$ cat config.mk
export PLATFORM = sky130hd
export DESIGN_NAME = mem_writer
export DESIGN_NICKNAME = d
export VERILOG_FILES = /design/src/rtl/mem_writer.sv
export SDC_FILE = /design/constraint.sdc
export NUM_CORES = 1
export LEC_CHECK = 0
export CORE_MARGIN = 1
export CORE_UTILIZATION = 33
export CTS_CLUSTER_SIZE = 24
export DETAILED_ROUTE_END_ITERATION = 8
export GPL_ROUTABILITY_DRIVEN = 1
export PLACE_DENSITY_LB_ADDON = 0.05
export SETUP_SLACK_MARGIN = 0.2
export SLEW_MARGIN = 20
export SYNTH_ARGS = -nofsm -noshare
export SYNTH_HDL_FRONTEND = slang
export SYNTH_SLANG_ARGS = --single-unit
$ cat constraint.sdc
create_clock -name CLK -period 2.2 [get_ports CLK]
set_input_delay 0.33 -clock CLK [delete_from_list [all_inputs] [get_ports CLK]]
set_output_delay 0.33 -clock CLK [all_outputs]
set_load 0.05 [all_outputs]
$ cat src/rtl/mem_writer.sv
// rtl/mem_writer.sv - stream-to-RAM loader writing consecutive words; define MEM_WRITER_VERIFY_EN for readback verify
module mem_writer #(
    parameter int DATA_W = 32,
    parameter int ADDR_W = 8
) (
    input  logic              CLK,
    input  logic              RST,
    input  logic              START,
    input  logic [ADDR_W-1:0] BASE,
    input  logic [ADDR_W:0]   COUNT,
    input  logic              VALID,
    input  logic [DATA_W-1:0] DIN,
    output logic              READY,
    output logic              WE,
    output logic [ADDR_W-1:0] WA,
    output logic [DATA_W-1:0] WD,
    output logic              BUSY,
    output logic              DONE
`ifdef MEM_WRITER_VERIFY_EN
    ,
    output logic [ADDR_W-1:0] A,
    input  logic [DATA_W-1:0] RD,
    output logic              ERR,
    output logic [ADDR_W-1:0] ERR_ADR
`endif
);

    localparam logic [2:0] S_IDLE  = 3'd0;
    localparam logic [2:0] S_LOAD  = 3'd1;
    localparam logic [2:0] S_DONE  = 3'd2;
`ifdef MEM_WRITER_VERIFY_EN
    localparam logic [2:0] S_WRITE = 3'd3;
    localparam logic [2:0] S_CHECK = 3'd4;
`endif

    localparam logic [ADDR_W:0] REM_ONE = {{ADDR_W{1'b0}}, 1'b1};

    logic [2:0]        state;
    logic [ADDR_W-1:0] addr;
    logic [ADDR_W:0]   rem;
    logic              hs;

    assign READY = (state == S_LOAD);
    assign hs    = VALID & READY;
    assign DONE  = (state == S_DONE);
`ifdef MEM_WRITER_VERIFY_EN
    assign BUSY  = (state == S_LOAD) || (state == S_WRITE) || (state == S_CHECK);
`else
    assign BUSY  = (state == S_LOAD);
`endif

    // WA/WD only move on a handshake, so they hold between writes.
    always_ff @(posedge CLK or posedge RST) begin
        if (RST) begin
            state <= S_IDLE;
            addr  <= '0;
            rem   <= '0;
            WE    <= 1'b0;
            WA    <= '0;
            WD    <= '0;
        end else begin
            WE <= 1'b0;
            case (state)
                S_IDLE: begin
                    if (START) begin
                        addr  <= BASE;
                        rem   <= COUNT;
                        state <= (COUNT == '0) ? S_DONE : S_LOAD;
                    end
                end
                S_LOAD: begin
                    if (hs) begin
                        WE   <= 1'b1;
                        WA   <= addr;
                        WD   <= DIN;
                        addr <= addr + 1'b1;
                        rem  <= rem - 1'b1;
`ifdef MEM_WRITER_VERIFY_EN
                        state <= S_WRITE;
`else
                        if (rem == REM_ONE)
                            state <= S_DONE;
`endif
                    end
                end
`ifdef MEM_WRITER_VERIFY_EN
                S_WRITE: state <= S_CHECK;
                // rem was already decremented on the handshake.
                S_CHECK: state <= (rem == '0) ? S_DONE : S_LOAD;
`endif
                S_DONE:  state <= S_IDLE;
                default: state <= S_IDLE;
            endcase
        end
    end

`ifdef MEM_WRITER_VERIFY_EN
    always_ff @(posedge CLK or posedge RST) begin
        if (RST) begin
            A       <= '0;
            ERR     <= 1'b0;
            ERR_ADR <= '0;
        end else begin
            if (state == S_IDLE && START) begin
                ERR     <= 1'b0;
                ERR_ADR <= '0;
            end
            if (state == S_WRITE)
                A <= WA;
            // Only the first mismatching address is kept.
            if (state == S_CHECK && RD != WD) begin
                ERR <= 1'b1;
                if (!ERR)
                    ERR_ADR <= WA;
            end
        end
    end
`endif

endmodule

# Word level (Yosys, flattened, before mapping)
# Index checks and enable logic that the tools add are counted.
# totals
reg_bits	61
input_bits	53
output_inout_bits	44
elab_cells	34
# classes
n_addsub	2
eq_ne	6
n_mux	13
bitwise_logic	1
reduce_logical	6
# ops
op	n
2-to-1 mux 9 bit	2
one-hot mux 9 bit (2 select lines)	1
2-to-1 mux 8 bit	2
one-hot mux 8 bit (2 select lines)	1
equality test 9 x 1 -> 1 bit, second input constant	1
zero test 9 bit	1
2-to-1 mux 3 bit	3
subtractor 9 x 1 -> 9 bit, second input constant	1
adder 8 x 1 -> 8 bit, second input constant	1
one-hot mux 3 bit (2 select lines)	1
AND reduction 3 bit	2
inequality test 2 x 1 -> 1 bit, second input constant	2
equality test 3 x 1 -> 1 bit, second input constant	1
equality test 3 x 2 -> 1 bit, second input constant	1
zero test 3 bit	1
2-to-1 mux 1 bit	2
2-to-1 mux 2 bit	1
inequality test 2 bit, second input constant	1
AND reduction 2 bit	1
nonzero test 2 bit	1
AND 1 bit	1

# Longest topological paths before layout
# Gate-level depths: netlist (run 1).
# depth
ltp_word	4
ltp_mapped	8
ltp_nobuf	6

# Least setup slack after synthesis (run 1)
# Ideal clock, no wire load.
# synth_timing
path_kind	reg2reg
from	register state[0]
to	register WD[10]
setup_ns	0.125
arrival_time_ns	1.719
required_ns	2.075
setup_slack_ns	0.356
stages_incl_launch_ff	8
path_buffers	2
synth_period_minus_slack_ns	1.844
path_cell_list	dfrtp_1 > buf_2 > nand2b_1 > inv_2 > nand2_1 > inv_2 > buf_2 > mux2_2
# synth_via
elab_chain_len	3
# synth_rtl
element	line_no	source
start: declaration	38	logic [2:0] state;
start signal: assignment	68	state <= (COUNT == '0) ? S_DONE : S_LOAD;
equality test 3 x 1 -> 1 bit *	-	
via BUSY	17	output logic BUSY,
AND 1 bit	44	assign hs = VALID & READY;
AND reduction 2 bit (no line) *	-	
end signal: assignment	60	WD <= '0;
end signal: assignment	75	WD <= DIN;
end: declaration	16	output logic [DATA_W-1:0] WD,
# The timed path passes the listed nets; every way through them passes the cells marked *.
# A chain may end at the register's enable or synchronous reset.

# Final worst setup path (run 1)
# layout_timing
from	register WA[7]
to	output port WA[7]
# layout_rtl
element	line_no	source
start: declaration	15	output logic [ADDR_W-1:0] WA,
start signal: assignment	74	WA <= addr;
# No word-level cell between the ends.

==> results of run 1 <==
==> registers in the layout, indices dropped and copies added, names as in the netlist <==
name,cells
WD,32
state,2
rem,9
WA,8
WE,1
addr,8
==> cells by family after synthesis <==
logic type | after synthesis
and+or+nand+nor | 73
AOI/OAI and AO/OA | 49
muxes | 35
DFF | 60
adders and majority gates | 3
buffers and inverters | 22
==> layout make-up <==
type | instances | area share (%)
Clock buffer | 11 | 3.76
Clock inverter | 4 | 0.622
Inverter | 8 | 0.746
Multi-Input combinational cell | 160 | 26.9
Sequential cell | 60 | 37.3
Tap cell | 102 | 3.17
Timing Repair Buffer | 108 | 27.5
==> stage by stage <==
stage | hold WS [ps] | cells | power [mW] | worst slack, ps
2_1_floorplan | 453 | 242 | 4.66 | 356
3_3_place_gp | 461 | 438 | 5.97 | 279
3_5_place_dp | 464 | 438 | 6.01 | 242
4_1_cts | 309 | 453 | 6.91 | 345
5_1_grt | 346 | 453 | 7.29 | 277
6_report | 310 | 453 | 6.84 | 364
==> layer usage <==
layer	vias to the layer above	track usage (%)	wire [um]
li1	1071	-	-
met1	1014	23.1	3190
met2	75	23.8	2650
met3	12	3.15	331
met4	0	7.42	124
met5	-	0	0
==> cell usage in the layout, fill, tap and decap left out, types with 2 or more instances in the layout <==
| cell | count |
|---|---|
| clkinvlp_4 | 2 |
| a2bb2oi_1 | 7 |
| mux2_1 | 2 |
| nand2_1 | 35 |
| ha_1 | 3 |
| dfrtp_1 | 60 |
| nor2_1 | 12 |
| mux2_2 | 31 |
| clkinv_2 | 2 |
| nand4_1 | 3 |
| or4_4 | 2 |
| clkdlybuf4s50_1 | 93 |
| o22ai_1 | 3 |
| buf_4 | 10 |
| a21oi_1 | 16 |
| mux2i_1 | 2 |
| o32ai_1 | 4 |
| clkbuf_8 | 11 |
| inv_2 | 3 |
| buf_12 | 5 |
| inv_1 | 5 |
| nand3_1 | 7 |
| nor3_1 | 3 |
| nor4_1 | 2 |
| a211oi_1 | 2 |
| o21ai_0 | 12 |
==> power by group <==
part | total, mW | internal, mW | switching (mW)
logic | 3.92 | 1.53 | 2.39
clock network | 0.883 | 0.459 | 0.423
registers | 2.04 | 1.65 | 0.385
==> how the worst min path moves through the flow <==
stage / startpoint / to / cells past startpoint / slack, ps
5_1_grt: RST / WD[6] / 2 / 350
4_1_cts: RST / WD[28] / 2 / 310
3_3_place_gp: WA[5] / WA[5] / 2 / 460
6_report: RST / WD[17] / 2 / 310
3_5_place_dp: WA[5] / WA[5] / 2 / 460
2_1_floorplan: state[1] / state[1] / 1 / 450
==> reports/results.tsv, run 1 <==
metric	value	unit
cp.arrival	1510	ps
final_hold_viol_count	0	
worstPathRequired	1870	ps
tritoncts	built	
ys_types	38	
chipWidth	92.1	um
synthAdderAreaFrac	1.40	%
fmax	545	MHz
finalWirelength	6300	um
status	finished, final reports clean	
synth_top_area_share	56.0	%
yosysSeqAreaShare	56.0	%
routedWlPerCell	13.9	um
critPathKind	flop to primary output	
crit_start	WA[7]	
vias	2172	
drtPass1Iterations	4	
design_area	4030	um2
rr_endpoint	rem[7]	
cts_buffer_depth	2	
port_buffers	96	
yosysWarnings	0	
period_share	83.4	%
period_needed	1840	ps
synthCells	242	
die_area	8490	um2
crit_chain	clkdlybuf4s50_1	
crit_path_end	WA[7]	
power.density	1700	nW/um2
worst_r2r_path_depth	4	
syn_area_per_cell	11.1	um2
synth_common_cells	60 x dfrtp_1, 35 x nand2_1, 31 x mux2_2	
global_route.overflow_total	0	
drv_slew	0	
pin_count	97	
dr.first_iter.drc_count	25	
die_h	92.1	um
ys_ff_latch	60	
nets	403	
synth.largest_area_cell	dfrtp_1	
synth_xor_area_share	0	%
synth_most_common_cell	dfrtp_1	
ctsResizeCount	0	
grtUsageTotal	16.3	%
yosys.area_share.simple	12.8	%
grt_max_degree	32	
fillerInstances	722	
rsz0062_at_grt	false	
critPathMaxFanout	2	
core_area	7810	um2
p_leak	1.68	nW
regArea	1500	um2
grt_pass1_wl	10800	um
worst_path_max_delay_cell	clkdlybuf4s50_1	
drtAntennaViolNets	0	
synth_nets	298	
critPathTopFamily	buffers and inverters	
finClkSkew	5.19	ps
maxSlewHeadroom	60.7	%
synth_compound_area_share	11.6	%
multi_input_area	1080	um2
start_kind	flop	
slowest_delay	830	ps
r2r_setup_slack	400	ps
synth_top_family_by_area	multiplexers	
row_count	32	
antenna_cells	0	
async_reset_ff_share	100	%
postCtsHoldBufs	0	
cts_setup_buffers	0	
clock_latency	330	ps
synth_mux_area_share	14.6	%
antenna_found_initial	0	
first_global_vias	2168	
cts_made_buffers	9	
setup_tns	0	ps
gp_congestion	0.756	
cp_num_buf_inv	1	
cp.depth	1	
cts.root.buffer_cell	clkbuf_8	
clk_pin_slew	70	ps
htree_levels	3	
finalSetupViolations	0	
syn-cell-area	2680	um2
yosys-top-cells-area	dfrtp_1 56%, mux2_2 13%, nand2_1 4.9%	
hp-class	input pin to async pin	
drcViolationCount	0	
drive_above_1_share	19.7	%
vdd_drop_max	0.876	mV
fin_util	51.6	%
ys.flop_type	dfrtp_1	
synth_edf_count	0	
r2r-start	rem[0]	
clkSinkCount	60	
initial_core_util	34.3	%
avgViaCountPerCell	4.79	
placed_cell_area	3850	um2
worstMarginPinSlew	588	ps
hpwl	4520	um
area_growth	50.2	%
cap_violations	0	
cp-end-kind	primary output	
Note: power is estimated with default switching activity, not from simulation.
==> inputs of run 2 (changes only) <==
==> constraint.sdc (replaced) <==
create_clock -name CLK -period 1.7 [get_ports CLK]
set_input_delay 0.255 -clock CLK [delete_from_list [all_inputs] [get_ports CLK]]
set_output_delay 0.255 -clock CLK [all_outputs]
set_load 0.05 [all_outputs]
==> run 2 against run 1 <==
Against the previous run:
- the run now ends with setup timing left
- wire length rose by 14%
- via count rose by 8.5%
- utilization rose by 4.2 points
- power rose by 42%
- cell count rose by 5.3%
- non-clock buffer count rose by 23
==> reports/results.tsv, run 2 (synthesis results as in run 1) <==
metric	value	unit	change
status	finished with violations		
violations	setup timing		
crit_chain	or4_4, or4_4, a21oi_2, a2bb2oi_2		
worstMarginPinSlew	448	ps	-140 ps
regArea	1500	um2	about the same
grtUsageTotal	17.4	%	+1.1 points
core_area	7810	um2	unchanged
vdd_drop_max	1.02	mV	+16%
fmax	570	MHz	
power.density	2230	nW/um2	+32%
grt_max_degree	43		+34%
worst_path_max_delay_cell	or4_4		
finClkSkew	10.4	ps	+5.21 ps
design_area	4360	um2	+8.2%
instances_no_fill	477		+5.3%
largest_reg_flops	32		unchanged
antenna_cells	0		unchanged
gp_congestion	0.751		-0.56%
fin_ws	-53.1	ps	-417 ps
top_regs	WD x32, rem x9		
htree_levels	3		unchanged
rsz0062_at_grt	true		
final_hold_viol_count	0		unchanged
cp.arrival	2020	ps	+510 ps
cts_made_buffers	9		unchanged
row_count	32		unchanged
hold_slack	335	ps	+24.6 ps
antenna_found_initial	0		unchanged
mostFrequentLayoutCells	66 x buf_4, 59 x dfrtp_1, 52 x clkdlybuf4s50_1, 34 x nand2_1, 30 x mux2_2		
hpwl	4790	um	+6.0%
dr.first_iter.drc_count	92		+270%
die_area	8490	um2	unchanged
tritoncts	built		
nets	426		+5.7%
clkSinkCount	60		unchanged
period_share	103	%	
chipWidth	92.1	um	unchanged
start_kind	flop		
postCtsHoldBufs	0		unchanged
global_route.overflow_total	0		unchanged
fin_util	55.8	%	+4.2 points
vias	2356		+8.5%
cts.root.buffer_cell	clkbuf_8		
hp-class	input pin to async pin		
drtAntennaViolNets	0		unchanged
slowest_delay	530	ps	-300 ps
maxSlewHeadroom	69.8	%	+9.1 points
cp-end-kind	flop		
multi_input_area	1260	um2	+16%
pin_count	97		unchanged
clock_latency	340	ps	about the same
first_global_vias	2245		+3.6%
critPathKind	flop to flop		
placed_cell_area	3920	um2	+1.8%
avgViaCountPerCell	4.94		+3.0%
critPathMaxFanout	2		unchanged
port_buffers	96		unchanged
initial_core_util	34.3	%	unchanged
p_leak	1.88	nW	+12%
grt_pass1_wl	11200	um	+4.4%
largest_register	WD		
cap_violations	0		unchanged
finalWirelength	7210	um	+14%
setup_tns	-53.1	ps	-53.1 ps
cts_buffer_depth	2		unchanged
area_growth	62.6	%	
final_common_cell	buf_4		
worstPathRequired	1970	ps	+100 ps
die_h	92.1	um	unchanged
finalSetupViolations	1		+1
drv_slew	0		unchanged
placedCellCount	455		+3.9%
drcViolationCount	0		unchanged
routedWlPerCell	15.1	um	+8.6%
crit_top_cell	or4_4		
drtPass1Iterations	5		+1
fillerInstances	716		-0.83%
drive_above_1_share	42.7	%	+23 points
clk_pin_slew	80	ps	about the same
period_needed	1750	ps	
[run 2: cell count changes in the layout (fill, tap and decap cells not counted), moves of 3 or more]
cell and change:
buf_4 +56, clkdlybuf4s50_1 -41, buf_6 +5, a21oi_1 -4, a21oi_2 +3, a2bb2oi_1 -3
a2bb2oi_2 +3, nor2_1 -3
[run 2: repair_timing]
action | CTS | global route
setup endpoints to repair | 41 | 12
buffers inserted | 3 | 2
pin swaps | 2 | 8
cloned | 0 | 1
resized for setup | 9 | 32
[run 2: path summary, 6_finish.rpt]
check                           end  startpoint  depth (start not counted)  slack (ps)
max in group asynchronous  state[0]         RST                          3        1140
max reg2reg                  rem[7]      rem[1]                          4         -50
min                           WD[8]         RST                          3         330
max                          rem[7]      rem[1]                          4         -50
min reg2reg                   WA[3]       WA[3]                          2         480
min in group CLK            addr[1]     BASE[1]                          3         470
[run 2: layout make-up]
cell class	instances	share of cell area, %
Sequential cell	60	34.5
Clock buffer	10	2.93
Timing Repair Buffer	131	28.4
Tap cell	102	2.93
Multi-Input combinational cell	160	28.8
Inverter	8	0.948
Clock inverter	6	1.46
[run 2: power by group]
group | internal, mW | total, mW | switching (mW)
clock network | 0.677 | 1.27 | 0.589
registers | 2.14 | 2.62 | 0.473
logic | 2.36 | 5.86 | 3.50
[run 2: metrics by stage]
stage               setup slack [ps]  total power, mW
floorplan                       16.3             6.16
global placement               -8.12             7.89
detailed placement             -25.8             7.96
CTS                            -21.4             9.36
global route                   -89.0             10.3
finish                         -53.1             9.74
[run 2: layer usage]
metal,vias to the layer above,wire (um),GRT usage [%]
li1,1114,-,-
met1,1148,3270,23.5
met2,85,3370,25.8
met3,9,469,5.31
met4,0,99,7.29
met5,-,0,0
[run 2: critical path, delay by kind of cell, from the launching register on]
kind             cells  cell delay (ps)
flip-flops           1              390
AND/OR/NAND/NOR      2              980
AO/OA/AOI/OAI        2              300
